`src/rtl/dram_pkg.sv`:
```
// Shared types and default widths for the data-RAM arbiter of riscv32s.
package dram_pkg;

   localparam int ADDR_W   = 10;
   localparam int DATA_W   = 32;
   localparam int MAX_WAIT = 4;
   localparam int CNT_W    = 4;

   typedef enum logic {PRIO_CORE = 1'b0, PRIO_HOST = 1'b1} arb_state_t;
   typedef enum logic {OWN_CORE = 1'b0, OWN_HOST = 1'b1} owner_t;

endpackage

```
`src/rtl/dram_arbiter.sv`:
```
// Arbitrates the single-port data RAM between the core load/store path and the host port.
// The core has fixed priority; a wait counter forces one host grant after MAXWAIT denials.
module dram_arbiter
   import dram_pkg::*;
#(
   parameter int ADDRWIDTH = ADDR_W,
   parameter int DATAWIDTH = DATA_W,
   parameter int MAXWAIT   = MAX_WAIT
) (
   input  logic                 clock,
   input  logic                 nreset,
   input  logic                 core_req,
   input  logic                 core_we,
   input  logic [ADDRWIDTH-1:0] core_addr,
   input  logic [DATAWIDTH-1:0] core_wdata,
   output logic                 core_gnt,
   output logic                 core_stall,
   output logic                 core_rvalid,
   output logic [DATAWIDTH-1:0] core_rdata,
   input  logic                 host_req,
   input  logic                 host_we,
   input  logic [ADDRWIDTH-1:0] host_addr,
   input  logic [DATAWIDTH-1:0] host_wdata,
   output logic                 host_gnt,
   output logic                 host_rvalid,
   output logic [DATAWIDTH-1:0] host_rdata,
   output logic                 ram_en,
   output logic                 ram_we,
   output logic [ADDRWIDTH-1:0] ram_addr,
   output logic [DATAWIDTH-1:0] ram_wdata,
   input  logic [DATAWIDTH-1:0] ram_rdata,
   output arb_state_t           state,
   output logic [CNT_W-1:0]     waitcnt
);

   arb_state_t state_d;
   logic       host_deny;
   logic       rd_pend;
   owner_t     rd_owner;

   // Handshake: a request is accepted in the cycle its gnt is high; a read's
   // rvalid follows exactly one cycle later, writes never return anything.

   always_ff @(posedge clock or negedge nreset) begin
      if (!nreset) state <= PRIO_CORE;
      else         state <= state_d;
   end

   always_comb begin
      state_d = state;
      case (state)
         PRIO_CORE: if (host_deny && waitcnt == CNT_W'(MAXWAIT - 1)) state_d = PRIO_HOST;
         PRIO_HOST: if (host_gnt || !host_req) state_d = PRIO_CORE;
         default:   state_d = PRIO_CORE;
      endcase
   end

   always_comb begin
      core_gnt = 1'b0;
      host_gnt = 1'b0;
      case (state)
         PRIO_CORE: begin
            core_gnt = core_req;
            host_gnt = host_req & ~core_req;
         end
         PRIO_HOST: begin
            host_gnt = host_req;
            core_gnt = core_req & ~host_req;
         end
         default: ;
      endcase
   end

   assign host_deny  = host_req & ~host_gnt;
   assign core_stall = core_req & ~core_gnt;

   // Idle cycles leave the core's address/data on the bus; only ram_we is forced low.
   assign ram_en    = core_gnt | host_gnt;
   assign ram_we    = host_gnt ? host_we    : (core_gnt & core_we);
   assign ram_addr  = host_gnt ? host_addr  : core_addr;
   assign ram_wdata = host_gnt ? host_wdata : core_wdata;

   always_ff @(posedge clock or negedge nreset) begin
      if (!nreset)                   waitcnt <= '0;
      else if (!host_req || host_gnt) waitcnt <= '0;
      else if (waitcnt != CNT_W'(MAXWAIT)) waitcnt <= waitcnt + 1'b1;
   end

   always_ff @(posedge clock or negedge nreset) begin
      if (!nreset) begin
         rd_pend  <= 1'b0;
         rd_owner <= OWN_CORE;
      end else begin
         rd_pend <= (core_gnt & ~core_we) | (host_gnt & ~host_we);
         if (host_gnt && !host_we)      rd_owner <= OWN_HOST;
         else if (core_gnt && !core_we) rd_owner <= OWN_CORE;
      end
   end

   // Both read buses carry the RAM output directly; the owner tag picks whose rvalid fires.
   assign core_rdata  = ram_rdata;
   assign host_rdata  = ram_rdata;
   assign core_rvalid = rd_pend & (rd_owner == OWN_CORE);
   assign host_rvalid = rd_pend & (rd_owner == OWN_HOST);

endmodule

```
`config.mk`:
```
export PLATFORM = sky130hd
export DESIGN_NAME = dram_arbiter
export DESIGN_NICKNAME = d
export VERILOG_FILES = /design/src/rtl/dram_pkg.sv /design/src/rtl/dram_arbiter.sv
export SDC_FILE = /design/constraint.sdc
export NUM_CORES = 1
export LEC_CHECK = 0
export ABC_AREA = 1
export BUFFER_PORTS_ARGS = -buffer_cell sky130_fd_sc_hd__clkbuf_2
export CAP_MARGIN = 20
export CELL_PAD_IN_SITES_DETAIL_PLACEMENT = 1
export CELL_PAD_IN_SITES_GLOBAL_PLACEMENT = 1
export CORE_MARGIN = 4
export CORE_UTILIZATION = 15
export CTS_CLUSTER_SIZE = 14
export DETAILED_ROUTE_END_ITERATION = 10
export GPL_TIMING_DRIVEN = 0
export PLACE_DENSITY_LB_ADDON = 0.15
export SLEW_MARGIN = 20
export SYNTH_ARGS = -nofsm -noshare
export SYNTH_HDL_FRONTEND = slang
export SYNTH_SLANG_ARGS = --single-unit
```
`constraint.sdc`:
```
create_clock -name clock -period 1.4 [get_ports clock]
set_input_delay 0.14 -clock clock [delete_from_list [all_inputs] [get_ports clock]]
set_output_delay 0.14 -clock clock [all_outputs]
set_load 0.01 [all_outputs]
```
# Yosys cells after proc, flatten, opt, wreduce, memory -nomap -nowiden
# Cells that the tools add are included.
op_classes:
  bitwise: 19
  n_reduce_logical: 9
  add_sub_neg: 1
  n_eq_ne: 2
  n_mux: 12
ops:
  columns: ["operator", "count"]
  rows:
  - ["32-bit 2-to-1 mux", 1]
  - ["10-bit 2-to-1 mux", 1]
  - ["1-bit AND", 9]
  - ["4-bit 2-to-1 mux", 2]
  - ["1-bit inverter", 8]
  - ["1-bit case mux with 2 select lines", 3]
  - ["1-bit 2-to-1 mux", 5]
  - ["4-bit by 1-bit adder with 4-bit output (second input constant)", 1]
  - ["4-bit by 2-bit == test with 1-bit output (second input constant)", 1]
  - ["4-bit by 3-bit != test with 1-bit output (second input constant)", 1]
  - ["2-bit nonzero test", 2]
  - ["1-bit logical AND", 3]
  - ["1-bit logical NOT", 3]
  - ["1-bit OR", 2]
  - ["1-bit logical OR", 1]
word_totals:
  output_inout_bits: 118
  wordCells: 47
  regBits: 7
  in_bits: 122

# Logic depth before layout (Yosys ltp)
# Gate-level depths: netlist of run 1.
logic_depth:
  word_depth: 8
  mapped_depth: 6
  mapped_depth_nobuf: 6

# Least setup slack after synthesis of run 1
# No wires, ideal clock.
synth_path:
  path_type: "reg-to-output"
  from: "register state"
  to: "output ram_wdata[18]"
  n_path_buf: 1
  stages_incl_launch_ff: 6
  slack_ns: 0.254
  t_required_ns: 1.260
  arrival_ns: 1.006
  path_cell_list: "dfrtp_1 -> nand2_1 -> o21ai_4 -> buf_2 -> nand2_1 -> nand2_1"
synth_via:
  elab_chain_cells: 3
synth_lines:
  columns: ["element", "line", "rtl"]
  rows:
  - ["start: declaration", "dram_arbiter.sv:32", "output arb_state_t state,"]
  - ["start signal: assignment", "dram_arbiter.sv:46", "else state <= state_d;"]
  - ["1-bit inverter", null, null]
  - ["1-bit case mux with 2 select lines *", "dram_arbiter.sv:61", "case (state)"]
  - ["net host_gnt", "dram_arbiter.sv:24", "output logic host_gnt,"]
  - ["32-bit 2-to-1 mux *", "dram_arbiter.sv:81", "assign ram_wdata = host_gnt ? host_wdata : core_wdata;"]
  - ["end: declaration", "dram_arbiter.sv:30", "output logic [DATAWIDTH-1:0] ram_wdata,"]
# Mark *: on every way through the listed nets, which the timed path passes. The rest lies on a longest branch.

# Worst setup path in the final report of run 1
layout_path:
  from: "register state"
  to: "output ram_wdata[20]"
layout_via:
  elab_chain_cells: 3
layout_lines:
  columns: ["element", "line"]
  rows:
  - ["1-bit inverter", null]
  - ["1-bit case mux with 2 select lines *", "dram_arbiter.sv:61"]
  - ["32-bit 2-to-1 mux *", "dram_arbiter.sv:81"]
# Mark *: on every way between the ends. The rest lies on a longest branch, timed or not.

==> results of run 1 <==
## through the flow
stage / setup TNS (ps) / hold slack [ps] / setup slack, ps / instances
5_1_grt: -5740 / 193 / -157 / 594
3_3_place_gp: -29.4 / -11.0 / -29.4 / 573
6_report: -2300 / 157 / -77.0 / 594
4_1_cts: -2520 / 154 / -75.9 / 594
3_5_place_dp: -304 / -6.09 / -47.3 / 573
2_1_floorplan: 0 / -156 / 254 / 255
## area by class of cell
type                       instances  area (um^2)
multi-input combinational        168          842
clock buffer                       4         45.0
tap                              111          139
buffer                            72          582
inverter                          10         37.5
timing repair buffer             222         1280
sequential                         7          175
fill                            1231         6090
## worst max-delay path, stage by stage, from the launching register on
cell and delay (ps):
dfrtp_1 400, nand2_2 120, o21ai_4 80, buf_12 150
buf_8 130, nand2_1 50, nand2_1 60, buf_6 120
## power by group
| group | total (W) | internal (W) | leakage [nW] | switching, W |
|---|---|---|---|---|
| Clock | 0.000284 | 0.000197 | 0.0228 | 0.0000869 |
| Sequential | 0.000220 | 0.000212 | 0.0935 | 0.00000843 |
| Combinational | 0.000945 | 0.000509 | 1.89 | 0.000436 |
| Total | 0.00145 | 0.000918 | 2.01 | 0.000531 |
## logic make-up (layout without fill, tap and decap cells)
family	after synthesis	count (layout)	share of synthesized area, %
simple gates	159	160	43.4
xor+xnor	1	1	0.620
flops	7	7	12.4
fa+ha+maj	2	2	1.77
compound gates	4	5	2.21
buf+inv	82	308	39.6
## worst min-delay path by stage
| stage | from | depth (start not counted) | end | slack [ps] |
|---|---|---|---|---|
| global route | core_we | 2 | rd_pend | 190 |
| finish | core_we | 2 | rd_pend | 160 |
| detailed placement | nreset | 1 | waitcnt[3] | -6 |
| floorplan | nreset | 0 | rd_owner | -160 |
| CTS | core_we | 2 | rd_pend | 150 |
| global placement | nreset | 1 | waitcnt[3] | -10 |
## layout by cell type, fill, tap and decap left out
master / count
nor2_1: 5
o21ai_1: 1
dlygate4sd3_1: 1
buf_8: 3
buf_6: 26
nor3_1: 1
ha_1: 2
buf_2: 27
xor2_1: 1
inv_1: 7
clkbuf_8: 4
nand2_1: 102
o21ai_2: 1
nand3_1: 6
buf_12: 1
clkbuf_2: 167
o21ai_4: 1
nand4_1: 1
buf_4: 68
o21ai_0: 2
nand2_4: 6
clkbuf_1: 1
nand2_2: 37
nand2_8: 1
inv_2: 3
dfrtp_1: 7
nor2_2: 1
## per-layer routing
metal	track usage, %	vias to the layer above	share of wire (%)
met5	0	-	0
met4	1.41	0	0.35
met3	4.39	4	10
met2	26.8	130	56
met1	13.4	1039	34
li1	-	1156	-
## repair_timing
| action | in CTS | in global routing |
|---|---|---|
| hold endpoints to repair | 7 | 0 |
| gates cloned | 10 | 0 |
| buffers inserted | 6 | 0 |
| hold buffers | 1 | 0 |
| gates resized for setup | 62 | 81 |
| pin swaps | 10 | 12 |
| endpoints found under the setup margin | 43 | 44 |
## flip-flops by register name, indices dropped and copies added (netlist names)
register	cells
rd_owner	1
waitcnt	4
rd_pend	1
state	1
==> metrics, run 1 <==
Post-synth top flop=dfrtp_1; Root Buffer=clkbuf_8; number of synthesized flops with an enable pin=0; Avg Cell Area, Syn=5.54 um^2; RSZ-0062 raised after global routing=true; Critical Path AT=1340 ps; CP max FO=6; worst relative slew slack=about four fifths; reg-to-reg endpoint=waitcnt[1]; hpwl dp=around 6500 um; post-route ant nets=0; CTS tree=built; fin crit period=1480 ps; R2R depth=6; FP Rows=35; area delta synth->final=119%; Final WS setup=-77.0 ps; fraction of layout cells with a size suffix above 1=71.6%; Max Freq=0.677 GHz; status=complete, but fails checks; worst vdd ir=0.335 mV; Inserted Diodes=0; Worst Clk Skew=between 0.6 and 0.7 ps; top cells by count, synth=nand2_1 (144), buf_4 (65), inv_1 (9); Placer Congestion=0.736; failing checks=negative setup slack; Mapped Area=1410 um^2; FFs w/ async S/R, synth=100%; Synth area leader=nand2_1; CTS Buffer Depth=2; vias in the first global route=2325; DR vias=between 2000 and 2500; r2r setup slk=180 ps; dpl cell area=2590 um^2; Total Power=0.00145 W; final hold vios=0; pin count of the biggest net entering global routing=8; crit path to=ram_wdata[20]; H-tree levels=1; initial core utilization=15.4%; Seq/Total Area, Yosys=approximately an eighth; total number of yosys warnings=0; crit path capture type=output port; Iteration-0 DRC Markers=37; Synth area leaders=nand2_1 (38%), buf_4 (35%), dfrtp_1 (12%); FF-to-FF Start=state; CP startpoint=state; DRC viols=0; CORE AREA=9200 um^2; Leak=roughly 2 nW; Clock Pin Slew Worst Setup and Hold Paths=40 ps; Nets=608; fin util=33.7%; cell count after synthesis=255; Power Dens Cells=467 nW/um^2; via/cell ratio=roughly 3.9; pin slew with the least headroom to its limit=278 ps; Yosys reg bits=7; drt pass-1 iters=2; max-cap viol count=0; global-route wire length before repair=11900 um; Design Area, Final=3100 um^2; Routed WL per cell=13.4 um; IO Count=240; clock sinks=7; final period utilization=106%; top-count cell post-synth=nand2_1; Mapped Nets=roughly 380; kind of critical path=flop to output port; Slew Viols, Final=0; top-area cell type share of the netlist area=a little under two fifths; setup violators final=43; number of port buffers=207; Die Y=105 um; Unique masters post-synth=16; Die X=105 um; final WL=around 8000 um; initial antenna violation count=0; Global Route Usage Sum=a little over an eighth; die area=11000 um^2; Hold/Removal Path Class=input port to flop; Clock Latency Late Sink=230 ps; Worst setup SP type=flop; CTS buffer count=3; grt ovf=0; worst path required time=about 1300 ps
Power figures use the tool's default switching activity.
==> inputs of run 2 (changes only) <==
--- a/config.mk
+++ b/config.mk
@@ -10,6 +10,7 @@
 export CAP_MARGIN = 20
 export CELL_PAD_IN_SITES_DETAIL_PLACEMENT = 1
 export CELL_PAD_IN_SITES_GLOBAL_PLACEMENT = 1
+export CORE_ASPECT_RATIO = 0.7
 export CORE_MARGIN = 4
 export CORE_UTILIZATION = 15
 export CTS_CLUSTER_SIZE = 14
==> metrics, run 2 (synthesis gave the netlist of run 1 again) <==
final period utilization=109%; pin slew with the least headroom to its limit=451 ps; Fin Setup TNS=-4370 ps; vias in the first global route=2297; Routed WL per cell=approximately 13 um; Leak=2.06 nW; Global Route Usage Sum=roughly an eighth; critical path's top delay family=buffers and inverters; Clock Pin Slew Worst Setup and Hold Paths=40 ps; Design Area, Final=3250 um^2; Max Freq=roughly 0.65 GHz; grt ovf=0; number of port buffers=207; H-tree levels=1; Worst setup SP type=flop; area delta synth->final=130%; CP max FO=10; CTS buffer count=3; Inserted Diodes=0; hold_ws=139 ps; setup violators final=between 40 and 50; Root Buffer=clkbuf_16; status=complete, but fails checks; post-route ant nets=0; Hold/Removal Path Class=input port to flop; crit path capture type=output port; Largest Register=waitcnt; initial antenna violation count=0; Die Y=89.2 um; kind of critical path=flop to output port; Placer Congestion=0.670; drt pass-1 iters=4; failing checks=negative setup slack; initial core utilization=15.5%; fin crit period=1530 ps; fin util=35.6%; Power Dens Cells=518 nW/um^2; Highest Signal Layer=met4; final hold vios=0; Worst Clk Skew=1.61 ps; CORE AREA=about 9100 um^2; CTS Buffer Depth=2; DR vias=roughly 2300; WL met2=4560 um; routed wl met3=815 um; pin count of the biggest net entering global routing=11; commonest non-fill, non-tap cell in the layout=clkbuf_2; die area=about 11000 um^2; Die X=124 um; clock sinks=7; Slew Viols, Final=0; worst relative slew slack=69.8%; FP Rows=29; worst-path cell chain=inv_2, nand2_4, nand2_8, buf_12, buf_8, nand2_1, nand2_1, clkbuf_2; # fillers=1225; Iteration-0 DRC Markers=37; most frequent cells in the layout=clkbuf_2 (173), nand2_1 (97), buf_4 (69), nand2_2 (42), buf_6 (30); Final WS setup=-132 ps; max reg flops=4; RSZ-0062 raised after global routing=true; IO Count=240; final WL=8120 um; Clock Latency Late Sink=230 ps; Crit-path slowest cell=dfrtp_1; worst vdd ir=0.311 mV; Nets=609; fraction of layout cells with a size suffix above 1=72.5%; WL met1=2720 um; via/cell ratio=3.83; CTS tree=built; hpwl dp=6760 um; dpl cell area=2610 um^2; critical path's largest stage delay=~420 ps; buffers plus inverters on the worst setup path=4; DRC viols=0; max-cap viol count=0; CP most frequent cell=nand2_1; global-route wire length before repair=11000 um; Critical Path AT=1390 ps; worst path required time=1260 ps; Total Power=0.00168 W
[run 2: cell count changes in the layout (fill, tap and decap cells not counted), sizes merged]
cell,delta
clkbuf,+5
buf,-4
[run 2: per-layer routing]
metal | vias up | global-route usage [%]
met2 | 115 | 25.3
met5 | - | 0
li1 | 1160 | -
met3 | 2 | 2.66
met4 | 0 | 1.19
met1 | 1051 | 13.3
[run 2: what timing repair did]
action	in CTS	in global routing
gates resized for setup	41	102
hold endpoints to repair	7	0
gates cloned	5	3
hold buffers	1	0
pin swaps	7	19
setup buffers	6	3
setup endpoints to repair	41	44
[run 2: worst reg2reg max path, delay by kind of cell, from the launching register on]
family,cells,cell delay [ps]
buffers and inverters,2,240
flip-flops,1,420
AND/OR/NAND/NOR,4,510
[run 2: area by class of cell]
cell class,count,area (um^2),area share [%]
clock buffers,4,78.8,2.43
inverters,10,37.5,1.16
flip-flops and latches,7,175,5.40
multi-input cells,168,855,26.3
plain buffers,72,586,18.0
well taps,124,155,4.78
repair buffers,223,1360,41.9
[run 2: where the power goes]
part           internal (W)  switching (W)
clock              0.000379       0.000104
sequential         0.000212     0.00000928
combinational      0.000536       0.000443
[run 2: worst paths after layout]
check / cells past startpoint / startpoint / to / slack, ps
worst max-delay path: 8 / state / ram_addr[2] / -130
worst min-delay path: 2 / core_we / rd_pend / 140
worst max register to register: 6 / state / waitcnt[1] / 170
worst min register to register: 2 / rd_owner / rd_owner / 570
max in group asynchronous: 2 / nreset / waitcnt[3] / 910
min in group asynchronous: 2 / nreset / state / 310
[run 2: through the flow]
step	cells	setup WS [ps]
2_1_floorplan	255	254
3_3_place_gp	586	-9.15
3_5_place_dp	586	-34.0
4_1_cts	602	-138
5_1_grt	608	-227
6_report	608	-132
